[src/rtl/bus_arb_pkg.sv]
// Shared types and sel encodings for the split-capable serial bus arbiter.
package bus_arb_pkg;

  typedef enum logic [2:0] {
    IDLE      = 3'd0,
    GNT_I1    = 3'd1,
    GNT_I2    = 3'd2,
    GNT_SPLIT = 3'd3,
    HANDOVER  = 3'd4
  } arb_state_t;

  localparam logic [1:0] SEL_IDLE  = 2'b00;
  localparam logic [1:0] SEL_I1    = 2'b01;
  localparam logic [1:0] SEL_I2    = 2'b10;
  localparam logic [1:0] SEL_SPLIT = 2'b11;

  // Forward-mux steering code for a given arbiter state.
  function automatic logic [1:0] state_to_sel(input arb_state_t st);
    logic [1:0] code;
    case (st)
      GNT_I1:    code = SEL_I1;
      GNT_I2:    code = SEL_I2;
      GNT_SPLIT: code = SEL_SPLIT;
      default:   code = SEL_IDLE;
    endcase
    return code;
  endfunction

endpackage

[src/rtl/grant_timer.sv]
// Grant-hold watchdog: counts granted cycles, saturating, and flags the last
// permitted cycle of a grant.
module grant_timer
  import bus_arb_pkg::*;
#(
  parameter int TIMEOUT_CYCLES = 1024
) (
  input  logic clk,
  input  logic rst,
  input  logic clear,
  input  logic enable,
  output logic expired
);

  localparam int CW = $clog2(TIMEOUT_CYCLES);
  localparam logic [CW-1:0] LAST_COUNT = CW'(TIMEOUT_CYCLES - 1);

  logic [CW-1:0] count_r;

  // Hold-time counter; saturates at the last permitted cycle.
  always_ff @(posedge clk) begin
    if (rst) begin
      count_r <= '0;
    end else if (clear) begin
      count_r <= '0;
    end else if (enable && (count_r != LAST_COUNT)) begin
      count_r <= count_r + CW'(1);
    end else begin
      count_r <= count_r;
    end
  end

  assign expired = enable && (count_r == LAST_COUNT);

endmodule

[src/rtl/split_rr_arbiter.sv]
// Registered round-robin bus arbiter for two initiators plus a split target
// return path, with outstanding-split tracking and a grant-hold watchdog.
module split_rr_arbiter
  import bus_arb_pkg::*;
#(
  parameter int TIMEOUT_CYCLES = 1024,
  parameter bit TIMEOUT_EN     = 1'b1
) (
  input  logic       clk,
  input  logic       rst,
  input  logic       req_i_1,
  input  logic       req_i_2,
  input  logic       req_split,
  input  logic       split_issued,
  input  logic       split_done,
  output logic       grant_i_1,
  output logic       grant_i_2,
  output logic       grant_split,
  output logic [1:0] sel,
  output logic       split_pending,
  output logic       split_owner,
  output logic       timeout_err,
  output logic       split_overflow
);

  arb_state_t state_r, state_nxt_s;
  logic       rr_ptr_r, rr_ptr_nxt_s;          // 0 prefers initiator 0 on a tie
  logic       pending_r, pending_nxt_s;
  logic       owner_r, owner_nxt_s;
  logic       overflow_r, overflow_nxt_s;
  logic       timeout_s, timeout_err_r;
  logic       grant_i_1_r, grant_i_2_r, grant_split_r;
  logic [1:0] sel_r;

  logic       elig_i1_s, elig_i2_s, elig_split_s;
  logic       granted_s, timer_expired_s, wd_expired_s;

  // Arbitration decision from eligible requests: split first, then round-robin.
  function automatic arb_state_t pick_grant(input logic e_split, input logic e_i1,
                                            input logic e_i2, input logic ptr);
    arb_state_t st;
    if (e_split) begin
      st = GNT_SPLIT;
    end else if (e_i1 && e_i2) begin
      st = ptr ? GNT_I2 : GNT_I1;
    end else if (e_i1) begin
      st = GNT_I1;
    end else if (e_i2) begin
      st = GNT_I2;
    end else begin
      st = IDLE;
    end
    return st;
  endfunction

  // The split owner stays off the bus until the target returns its data.
  assign elig_split_s = req_split & pending_r;
  assign elig_i1_s    = req_i_1 & ~(pending_r & ~owner_r);
  assign elig_i2_s    = req_i_2 & ~(pending_r & owner_r);

  assign granted_s = (state_r == GNT_I1) || (state_r == GNT_I2) || (state_r == GNT_SPLIT);

  grant_timer #(
    .TIMEOUT_CYCLES(TIMEOUT_CYCLES)
  ) u_grant_timer (
    .clk    (clk),
    .rst    (rst),
    .clear  (~granted_s),
    .enable (granted_s),
    .expired(timer_expired_s)
  );

  assign wd_expired_s = TIMEOUT_EN & timer_expired_s;

  // Next-state, RR pointer and split bookkeeping.
  always_comb begin
    state_nxt_s    = state_r;
    rr_ptr_nxt_s   = rr_ptr_r;
    pending_nxt_s  = pending_r;
    owner_nxt_s    = owner_r;
    overflow_nxt_s = overflow_r;
    timeout_s      = 1'b0;

    case (state_r)
      IDLE, HANDOVER: begin
        state_nxt_s = pick_grant(elig_split_s, elig_i1_s, elig_i2_s, rr_ptr_r);
      end
      GNT_I1: begin
        if (!req_i_1) begin
          state_nxt_s  = HANDOVER;
          rr_ptr_nxt_s = 1'b1;
        end else if (wd_expired_s) begin
          state_nxt_s  = HANDOVER;
          rr_ptr_nxt_s = 1'b1;
          timeout_s    = 1'b1;
        end else begin
          state_nxt_s = GNT_I1;
        end
      end
      GNT_I2: begin
        if (!req_i_2) begin
          state_nxt_s  = HANDOVER;
          rr_ptr_nxt_s = 1'b0;
        end else if (wd_expired_s) begin
          state_nxt_s  = HANDOVER;
          rr_ptr_nxt_s = 1'b0;
          timeout_s    = 1'b1;
        end else begin
          state_nxt_s = GNT_I2;
        end
      end
      GNT_SPLIT: begin
        if (split_done || !req_split) begin
          state_nxt_s   = HANDOVER;
          pending_nxt_s = 1'b0;
        end else if (wd_expired_s) begin
          // Forced release keeps the split outstanding so the target can retry.
          state_nxt_s  = HANDOVER;
          rr_ptr_nxt_s = ~rr_ptr_r;
          timeout_s    = 1'b1;
        end else begin
          state_nxt_s = GNT_SPLIT;
        end
      end
      default: begin
        state_nxt_s = IDLE;
      end
    endcase

    if (split_issued && ((state_r == GNT_I1) || (state_r == GNT_I2))) begin
      if (!pending_r) begin
        pending_nxt_s = 1'b1;
        owner_nxt_s   = (state_r == GNT_I2);
      end else begin
        overflow_nxt_s = 1'b1;
      end
    end else begin
      overflow_nxt_s = overflow_r;
    end
  end

  // State, bookkeeping and registered outputs.
  always_ff @(posedge clk) begin
    if (rst) begin
      state_r       <= IDLE;
      rr_ptr_r      <= 1'b0;
      pending_r     <= 1'b0;
      owner_r       <= 1'b0;
      overflow_r    <= 1'b0;
      timeout_err_r <= 1'b0;
      grant_i_1_r   <= 1'b0;
      grant_i_2_r   <= 1'b0;
      grant_split_r <= 1'b0;
      sel_r         <= SEL_IDLE;
    end else begin
      state_r       <= state_nxt_s;
      rr_ptr_r      <= rr_ptr_nxt_s;
      pending_r     <= pending_nxt_s;
      owner_r       <= owner_nxt_s;
      overflow_r    <= overflow_nxt_s;
      timeout_err_r <= timeout_s;
      grant_i_1_r   <= (state_nxt_s == GNT_I1);
      grant_i_2_r   <= (state_nxt_s == GNT_I2);
      grant_split_r <= (state_nxt_s == GNT_SPLIT);
      sel_r         <= state_to_sel(state_nxt_s);
    end
  end

  assign grant_i_1      = grant_i_1_r;
  assign grant_i_2      = grant_i_2_r;
  assign grant_split    = grant_split_r;
  assign sel            = sel_r;
  assign split_pending  = pending_r;
  assign split_owner    = owner_r;
  assign timeout_err    = timeout_err_r;
  assign split_overflow = overflow_r;

endmodule

[config.mk]
export PLATFORM = sky130hd
export DESIGN_NAME = split_rr_arbiter
export DESIGN_NICKNAME = d
export VERILOG_FILES = /design/src/rtl/bus_arb_pkg.sv /design/src/rtl/grant_timer.sv /design/src/rtl/split_rr_arbiter.sv
export SDC_FILE = /design/constraint.sdc
export NUM_CORES = 1
export LEC_CHECK = 0
export ABC_AREA = 0
export CAP_MARGIN = 20
export CORE_MARGIN = 4
export CORE_UTILIZATION = 47
export DETAILED_ROUTE_END_ITERATION = 8
export PLACE_DENSITY = 0.78
export REMOVE_ABC_BUFFERS = 1
export SYNTH_ARGS = -nofsm -noshare
export SYNTH_HDL_FRONTEND = slang
export SYNTH_SLANG_ARGS = --single-unit
[constraint.sdc]
create_clock -name clk -period 1.73 [get_ports clk]
set_input_delay 0.4325 -clock clk [delete_from_list [all_inputs] [get_ports clk]]
set_output_delay 0.4325 -clock clk [all_outputs]
set_load 0.005 [all_outputs]
Yosys cells after proc, flatten, opt, wreduce, memory -nomap -nowiden
Cells that the tools add are included.
{ "word_totals": {"regBits": 23, "in_bits": 7, "out_inout_bits": 9} }
{ "classes": {"n_addsub": 1, "eq_ne": 13, "n_mux": 29, "bitwise": 11, "n_reduce_logical": 15} }
{ "op_table": {"columns": ["op", "n"], "rows": [
  ["two-way mux 3 bit", 6],
  ["two-way mux 1 bit", 14],
  ["== test 3 x 2 -> 1 bit, second input constant", 4],
  ["case mux 3 bit (4 select lines)", 1],
  ["adder 10 x 1 -> 10 bit, second input constant", 1],
  ["== test 10 bit, second input constant", 1],
  ["two-way mux 2 bit", 5],
  ["!= test 10 bit, second input constant", 1],
  ["== test 3 x 1 -> 1 bit, second input constant", 2],
  ["!= test 3 bit, second input constant", 2],
  ["NOT 1 bit", 6],
  ["case mux 1 bit (3 select lines)", 2],
  ["case mux 2 bit (3 select lines)", 1],
  ["AND 1 bit", 5],
  ["AND reduction 5 bit", 1],
  ["logical AND 1 bit", 4],
  ["!= test 2 bit, second input constant", 2],
  ["AND reduction 2 bit", 2],
  ["OR reduction 2 bit", 2],
  ["== test 3 bit, second input constant", 1],
  ["logical NOT 3 bit", 1],
  ["logical OR 1 bit", 3],
  ["nonzero test 3 bit", 1],
  ["logical NOT 1 bit", 1]
]} }

Longest topological paths before layout
Gate-level depths: netlist of the first run.
{ "logic_depth": {"ltp_word": 10, "ltp_mapped": 6, "ltp_nobuf": 5} }

Cells and area by module
A second synthesis of the first run with hierarchy kept.
{ "unflattened": {"hier_cells": 137, "area_unflattened_um2": 1201.2} }
{ "by_module_without_submodules": {"columns": ["module", "instances", "cells_per_inst", "area_per_inst_um2", "seq_area_each_um2"], "rows": [
  ["split_rr_arbiter", 1, 78, 671.9, 260.2],
  ["grant_timer", 1, 59, 529.3, 200.2]
]} }

Worst setup path before layout of the first run
Ideal clock, no wire load.
{ "synth_path": {"path_type": "flip-flop to flip-flop", "from": "register u_grant_timer.count_r[0]", "to": "register rr_ptr_r", "setup_ns": 0.086, "arrival_time_ns": 1.652, "t_required_ns": 1.644, "path_slack_ns": -0.008, "path_stages_with_launch": 7, "n_path_buf": 1, "period_less_slack_ns": 1.738, "path_cell_list": "dfxtp_1 ha_1 nand3_1 or3_1 buf_6 a221o_1 a211oi_1"} }
{ "synth_between": {"elab_chain_cells": 4} }
{ "synth_lines": {"columns": ["element", "line_no", "text"], "rows": [
  ["from (decl)", "grant_timer.sv:18", "logic [CW-1:0] count_r;"],
  ["from (signal assigned)", "grant_timer.sv:27", "count_r <= count_r + CW'(1);"],
  ["from (signal assigned)", "grant_timer.sv:29", "count_r <= count_r;"],
  ["== test 10 bit *", "grant_timer.sv:33", "assign expired = enable && (count_r == LAST_COUNT);"],
  ["logical AND 1 bit *", "grant_timer.sv:33", null],
  ["!= test 3 bit (no line) or != test 2 bit (tied branches)", null, null],
  ["AND reduction 5 bit (no line) *", null, null],
  ["to (signal assigned)", "split_rr_arbiter.sv:157", "rr_ptr_r <= rr_ptr_nxt_s;"],
  ["to (decl)", "split_rr_arbiter.sv:27", "logic rr_ptr_r, rr_ptr_nxt_s;"]
]} }
Mark *: on every way between the ends. The rest lies on a longest branch, timed or not.
A chain may end at the register's enable or synchronous reset.

Final worst setup path of the first run
{ "layout_path": {"from": "register u_grant_timer.count_r[0]", "to": "register grant_i_1_r, in the netlist grant_i_1"} }
{ "layout_between": {"elab_chain_cells": 6} }
{ "layout_lines": {"columns": ["element", "line_no", "text"], "rows": [
  ["== test 10 bit *", "grant_timer.sv:33", null],
  ["logical AND 1 bit *", "grant_timer.sv:33", null],
  ["two-way mux 3 bit, on equally long branches", "split_rr_arbiter.sv:116, split_rr_arbiter.sv:92, split_rr_arbiter.sv:104", null],
  ["two-way mux 3 bit, on equally long branches", "split_rr_arbiter.sv:113, split_rr_arbiter.sv:89, split_rr_arbiter.sv:101", null],
  ["case mux 3 bit (4 select lines) *", "split_rr_arbiter.sv:84", "case (state_r)"],
  ["== test 3 x 1 -> 1 bit *", "split_rr_arbiter.sv:162", "grant_i_1_r <= (state_nxt_s == GNT_I1);"],
  ["to (signal assigned)", "split_rr_arbiter.sv:162", null],
  ["to (decl)", "split_rr_arbiter.sv:32", "logic grant_i_1_r, grant_i_2_r, grant_split_r;"]
]} }
Marked as above.

==> results of run 1 <==
==> worst paths after layout <==
path         depth (start not counted)              to
min reg2reg                          2  split_overflow
max                                  7       grant_i_1
min                                  2  split_overflow
max reg2reg                          7       grant_i_1
==> area by class of cell <==
cell class | count | area, um^2 | share of cell area
well taps | 28 | 35.0 | 0.0231
flip-flops and latches | 23 | 465 | 0.306
clock buffers | 3 | 22.5 | 0.0148
inverters | 6 | 22.5 | 0.0148
clock inverters | 1 | 5.00 | 0.00329
repair buffers | 37 | 315 | 0.208
multi-input cells | 97 | 653 | 0.430
==> registers in the layout, summed over array words and instances (netlist names) <==
register / flops
grant_split: 1
rr_ptr_r: 1
grant_i_1: 1
state_r: 3
grant_i_2: 1
split_pending: 1
timeout_err: 1
u_grant_timer.count_r: 10
split_owner: 1
sel: 2
split_overflow: 1
==> per-stage QoR <==
| stage | setup WS (ns) | TNS (ns) | power [mW] | hold WS [ns] |
|---|---|---|---|---|
| 2_1_floorplan | -0.00315 | -0.00315 | 0.866 | 0.452 |
| 3_3_place_gp | -0.137 | -0.647 | 1.04 | 0.446 |
| 3_5_place_dp | -0.191 | -0.994 | 1.06 | 0.459 |
| 4_1_cts | 0.0140 | 0 | 1.31 | 0.489 |
| 5_1_grt | -0.0174 | -0.0195 | 1.42 | 0.506 |
| 6_report | 0.0773 | 0 | 1.33 | 0.480 |
==> Yosys cell counts (2+ instances only) <==
cell type,n,area share
a211oi_1,4,0.026
o2111ai_1,2,0.015
nor2_1,14,0.046
nand3b_1,2,0.013
nor3b_1,3,0.020
nor2b_1,4,0.022
dfxtp_1,23,0.41
xnor2_1,2,0.015
o21ai_0,4,0.018
a21oi_1,10,0.044
or3_1,2,0.011
nand3_1,3,0.013
o211ai_1,2,0.013
a2bb2oi_1,2,0.015
a31oi_1,2,0.011
nand2_1,7,0.023
xor2_1,3,0.023
nand2b_1,5,0.028
nor4_1,4,0.022
nor3_1,5,0.022
clkbuf_1,6,0.020
inv_1,6,0.020
==> power breakdown <==
part	internal, mW	switching (mW)
sequential	0.589	0.0463
clock	0.0862	0.157
combinational	0.242	0.213
total	0.917	0.416
==> what timing repair did <==
item                       4_1_cts  5_1_grt
gates cloned                     0        0
buffers inserted                 0        2
setup endpoints to repair        4        8
pin swaps                        0        2
resized for setup                1        9
==> per-layer routing <==
metal	global-route usage	part of all wire
met1	0.209	0.42
met2	0.325	0.52
met4	0.0762	0.011
met3	0.0271	0.049
met5	0	0
==> logic make-up after synthesis <==
| logic type | Yosys count |
|---|---|
| AND/OR/NAND/NOR | 56 |
| adder cells (fa/ha/maj) | 1 |
| XOR/XNOR | 5 |
| flip-flops | 23 |
| AO/OA/AOI/OAI | 35 |
| buffers and inverters | 13 |
==> worst max-delay path: cells and delay by family, from the launching register on <==
family / cells / cell delay (ns)
buffers and inverters: 2 / 0.27
adder cells (fa/ha/maj): 1 / 0.22
flip-flops: 1 / 0.34
AND/OR/NAND/NOR: 3 / 0.37
AO/OA/AOI/OAI: 1 / 0.37
==> reports/results.ini, run 1 <==
[timing]
min_period_over_period = 0.955
fmax_ghz = 0.605
maxSlewHeadroom = 0.746
final_hold_viol_count = 0
tightest_slew_ns = 0.380
fin_crit_ns = 1.65
maxSlewViolCount = 0
setup_viol = 0
skew_ns = 0.00835

[placed_design]
post-place-cells = 189
io_buffer_count = 15
hpwl_mm = 2.08
placed_area_mm2 = 0.00144
routabilityCongestion = 0.802

[grt]
grt-ovfl-total = 0
grt_usage = 0.180
antenna_found_initial = 0
grt_pass1_vias = 1103
grt_max_degree = 14
grt_pass1_wl_mm = 4.73

[setup_path]
crit_arrival_ns = 1.87
worstSetupStartpoint = u_grant_timer.count_r[0]
critPathLaunchType = flip-flop
crit_path_max_incr_delay_ns = 0.37
r2r_slack_ns = 0.08
worstPathCellList = ha_1 -> nand3_2 -> buf_4 -> nor3_1 -> buf_4 -> o32a_1 -> nor4_1
endpoint_kind = flip-flop
slowest_stage = o32a_1
critPathMostFrequentCell = buf_4
cp.required_ns = 1.95
r2r_start = u_grant_timer.count_r[0]
path_class = flip-flop to flip-flop
critPathMaxFanout = 3

[clocking]
cts_inserted_buffers = 3
cts.sinks = 23
cts-hold-fix-buffers = 0
max-clock-path-buffers = 2
clk_pin_slew_ns = 0.13
tritoncts = yes
cts_root_buf = clkbuf_4
clk_latency_ns = 0.31
htreeDepth = 1

[synth]
synth_compound_area_frac = 0.215
synthMuxAreaShare = 0
synth_adder_area_share = 0.0110
synth_top_family_by_area = simple AND/OR/NAND/NOR gates
synth_seq_cells = 23
synth_flop_cell = dfxtp_1
synth_simple_gate_area_frac = 0.281
synthDistinctLibCells = 40
yosys_warnings = 0
postSynthAreaPerCell_um2 = 8.54
synth_seq_area_share = 0.405
synthArstFlopShare = 0
synth_edf_count = 0
syn-instance-count = 133
synth-xor-area-share = 0.0385
synth_area_mm2 = 0.00114

[detailed_routing]
wirelength_mm = 2.79
drtIter0Drc = 31
viasPerCell = 5.65
drc = 0
ant_nets = 0
detail_route.wl_per_cell_um = 14.3
first_pass_iters = 4
num_vias = 1102

[floorplanning]
rows = 17
io_pins = 16
core_mm2 = 0.00225
start_util = 0.504
fp.dieH_um = 57.2
dieArea_mm2 = 0.00327
die_w_um = 57.2

[layout]
nets = 176
layout_common_cells = buf_4, dfxtp_1, clkdlybuf4s50_1
final_common_cell = buf_4
design_area_mm2 = 0.00152
num_antenna_cells = 0
final_util = 0.674
drive_above_1_share = 0.246
instances_no_fill = 195
nFillCells = 200
syn2layout_area_growth_pct = 33.7

[pwr]
leakage_nw = 0.588
power.density_mw_per_mm2 = 878
ir_worst_vdd_uv = 588

[hold_path]
min_path_type = flip-flop to flip-flop
hp-start = split_overflow

[job]
max_cap_violations = 0

[outcome]
status = finished, final reports clean

Power figures use the tool's default switching activity.
==> run 2: changes to the inputs <==
--- a/config.mk
+++ b/config.mk
@@ -8,10 +8,12 @@
 export ABC_AREA = 0
 export CAP_MARGIN = 20
 export CORE_MARGIN = 4
-export CORE_UTILIZATION = 47
+export CORE_UTILIZATION = 48
 export DETAILED_ROUTE_END_ITERATION = 8
-export PLACE_DENSITY = 0.78
+export PLACE_DENSITY = 0.79
 export REMOVE_ABC_BUFFERS = 1
+export SLEW_MARGIN = 5
 export SYNTH_ARGS = -nofsm -noshare
 export SYNTH_HDL_FRONTEND = slang
+export SYNTH_HIERARCHICAL = 1
 export SYNTH_SLANG_ARGS = --single-unit
==> run 2 against run 1 <==
First-iteration DRC count is 26% lower. Flip-flop and latch count unchanged. Sequential power down 5.2%. Synthesized area grew 5.7%. Sequential share of layout area decreased by 2.4 points. Critical path depth is 6 lower. Count of clock-buffer cells in the layout up 1. Via count is 3.9% higher. Highest routed layer unchanged.
==> reports/results.ini, run 2 <==
[outcome]
status = finished, final reports clean

[synth]
yosys-top-cells-count = dfxtp_1, nor2_1, nand2_1
synth-xor-area-share = 0.0365
yosys.area.top_type = dfxtp_1
synth.most_common_cell = dfxtp_1
synth_seq_cells = 23
synthDistinctLibCells = 46
synth_top_family_by_area = simple AND/OR/NAND/NOR gates
synthMuxAreaShare = 0.0250
synth_simple_gate_area_frac = 0.293
postSynthAreaPerCell_um2 = 8.77
synth_compound_area_frac = 0.200
yosysTopAreaCellShare = 0.383
synth_flop_cell = dfxtp_1
yosys_warnings = 6
synth_adder_area_share = 0.0104
synth_edf_count = 0
synthArstFlopShare = 0
synth_area_mm2 = 0.00120
synth_seq_area_share = 0.383
synth_top_cells_by_area = dfxtp_1, nor2_1, a21oi_1
syn-instance-count = 137

[layout]
top_register = u_grant_timer/count_r
drive_above_1_share = 0.316
syn2layout_area_growth_pct = 37.7
nFillCells = 188
nets = 186
design_area_mm2 = 0.00165
largest_reg_flops = 10
num_antenna_cells = 0
final_util = 0.720
final_common_cell = buf_4
layout_common_cells = buf_4, dfxtp_1, nor2_1

[timing]
skew_ns = 0.00101
final_hold_viol_count = 0
fin_crit_ns = 1.69
min_period_over_period = 0.976
setup_viol = 0
maxSlewHeadroom = 0.796
tightest_slew_ns = 0.305
fmax_ghz = 0.592
grt_setup_unrepaired = true
maxSlewViolCount = 0

[clocking]
cts.sinks = 23
tritoncts = yes
max-clock-path-buffers = 2
htreeDepth = 1
cts_inserted_buffers = 3
cts_root_buf = clkbuf_4
clk_pin_slew_ns = 0.12
clk_latency_ns = 0.32

[grt]
grt_usage = 0.183
grt_pass1_vias = 1088
grt-ovfl-total = 0
grt_pass1_wl_mm = 4.82
antenna_found_initial = 0
grt_max_degree = 13

[placed_design]
hpwl_mm = 2.22
placed_area_mm2 = 0.00154
io_buffer_count = 15
routabilityCongestion = 0.859

[job]
max_cap_violations = 0

[pwr]
leakage_nw = 0.624
ir_worst_vdd_uv = 678
power_mw = 1.26
seqPwrFrac = 0.477
comb_power_share = 0.325
clkPwrFrac = 0.198
power.density_mw_per_mm2 = 763
p_sw_mw = 0.387
switching_share = 0.307
p_int_mw = 0.875

[setup_path]
cp.required_ns = 1.30
critPathLaunchType = flip-flop
critPathMaxFanout = 6
crit_arrival_ns = 1.26
cp.buffers_inverters = 1
path_delay_family = buffers and inverters
crit_path_max_incr_delay_ns = 0.52
slowest_stage = clkdlybuf4s50_1
path_class = flip-flop to primary output
endpoint_kind = primary output
worstPathCellList = clkdlybuf4s50_1

[floorplanning]
start_util = 0.523
fp.dieH_um = 58.0
io_pins = 16
die_w_um = 58.0
rows = 17
core_mm2 = 0.00230
dieArea_mm2 = 0.00337

[detailed_routing]
ant_nets = 0
wirelength_mm = 2.86
drc = 0
detail_route.wl_per_cell_um = 14.0
viasPerCell = 5.59
first_pass_iters = 4
num_vias = 1145
drtIter0Drc = 23

[hold_path]
min_path_type = flip-flop to flip-flop

[run 2: stage by stage]
| step | worst slack [ns] | hold slack [ns] | setup TNS, ns | instances |
|---|---|---|---|---|
| finish | 0.0413 | 0.492 | 0 | 205 |
| CTS | 0.0176 | 0.494 | 0 | 204 |
| global route | -0.0144 | 0.555 | -0.0385 | 205 |
| global placement | -0.167 | 0.455 | -0.714 | 200 |
| floorplan | -0.271 | 0.460 | -1.73 | 131 |
| detailed placement | -0.219 | 0.462 | -0.986 | 200 |
[run 2: cells by family (layout without fill, tap and decap cells)]
family | after synthesis | in the layout
DFF | 23 | 23
xor gates and xnor gates | 5 | 5
buffers and inverters | 12 | 52
AOI/OAI and AO/OA | 31 | 31
and+or+nand+nor | 62 | 62
adders and majority gates | 1 | 1
muxes | 3 | 3
[run 2: metal layers]
layer | routed length (um) | global-route usage
met1 | 1250 | 0.224
met2 | 1430 | 0.323
met3 | 139 | 0.0490
met4 | 40 | 0.0364
met5 | 0 | 0
[run 2: path summary, 6_finish.rpt]
| path | depth (start not counted) | slack, ns | to | start |
|---|---|---|---|---|
| worst max-delay path | 1 | 0.04 | split_pending | split_pending |
| worst min-delay path | 2 | 0.49 | split_overflow | split_overflow |
| worst max register to register | 9 | 0.06 | rr_ptr_r | state_r[1] |
| worst min register to register | 2 | 0.49 | split_overflow | split_overflow |
[run 2: timing repair]
action	4_1_cts	5_1_grt
setup buffers	0	1
gates resized for setup	8	11
setup endpoints to repair	10	10
pin swaps	1	8
hold buffers	0	0
gates cloned	0	0
[run 2: final cells by class]
class	count	area (um^2)	share of cell area
Tap cell	28	35.0	0.0212
Sequential cell	23	467	0.282
Timing Repair Buffer	42	353	0.213
Multi-Input combinational cell	102	751	0.454
Inverter	6	22.5	0.0136
Clock buffer	4	26.3	0.0159
[run 2: power groups by stage]
stage                     Combinational, mW  Sequential [mW]  Clock [mW]
final                                 0.411            0.602       0.250
after global routing                  0.448            0.607       0.273
after CTS                             0.390            0.599       0.257
after detailed placement              0.376            0.609           0
after global placement                0.367            0.606           0
after floorplan                       0.183            0.628           0
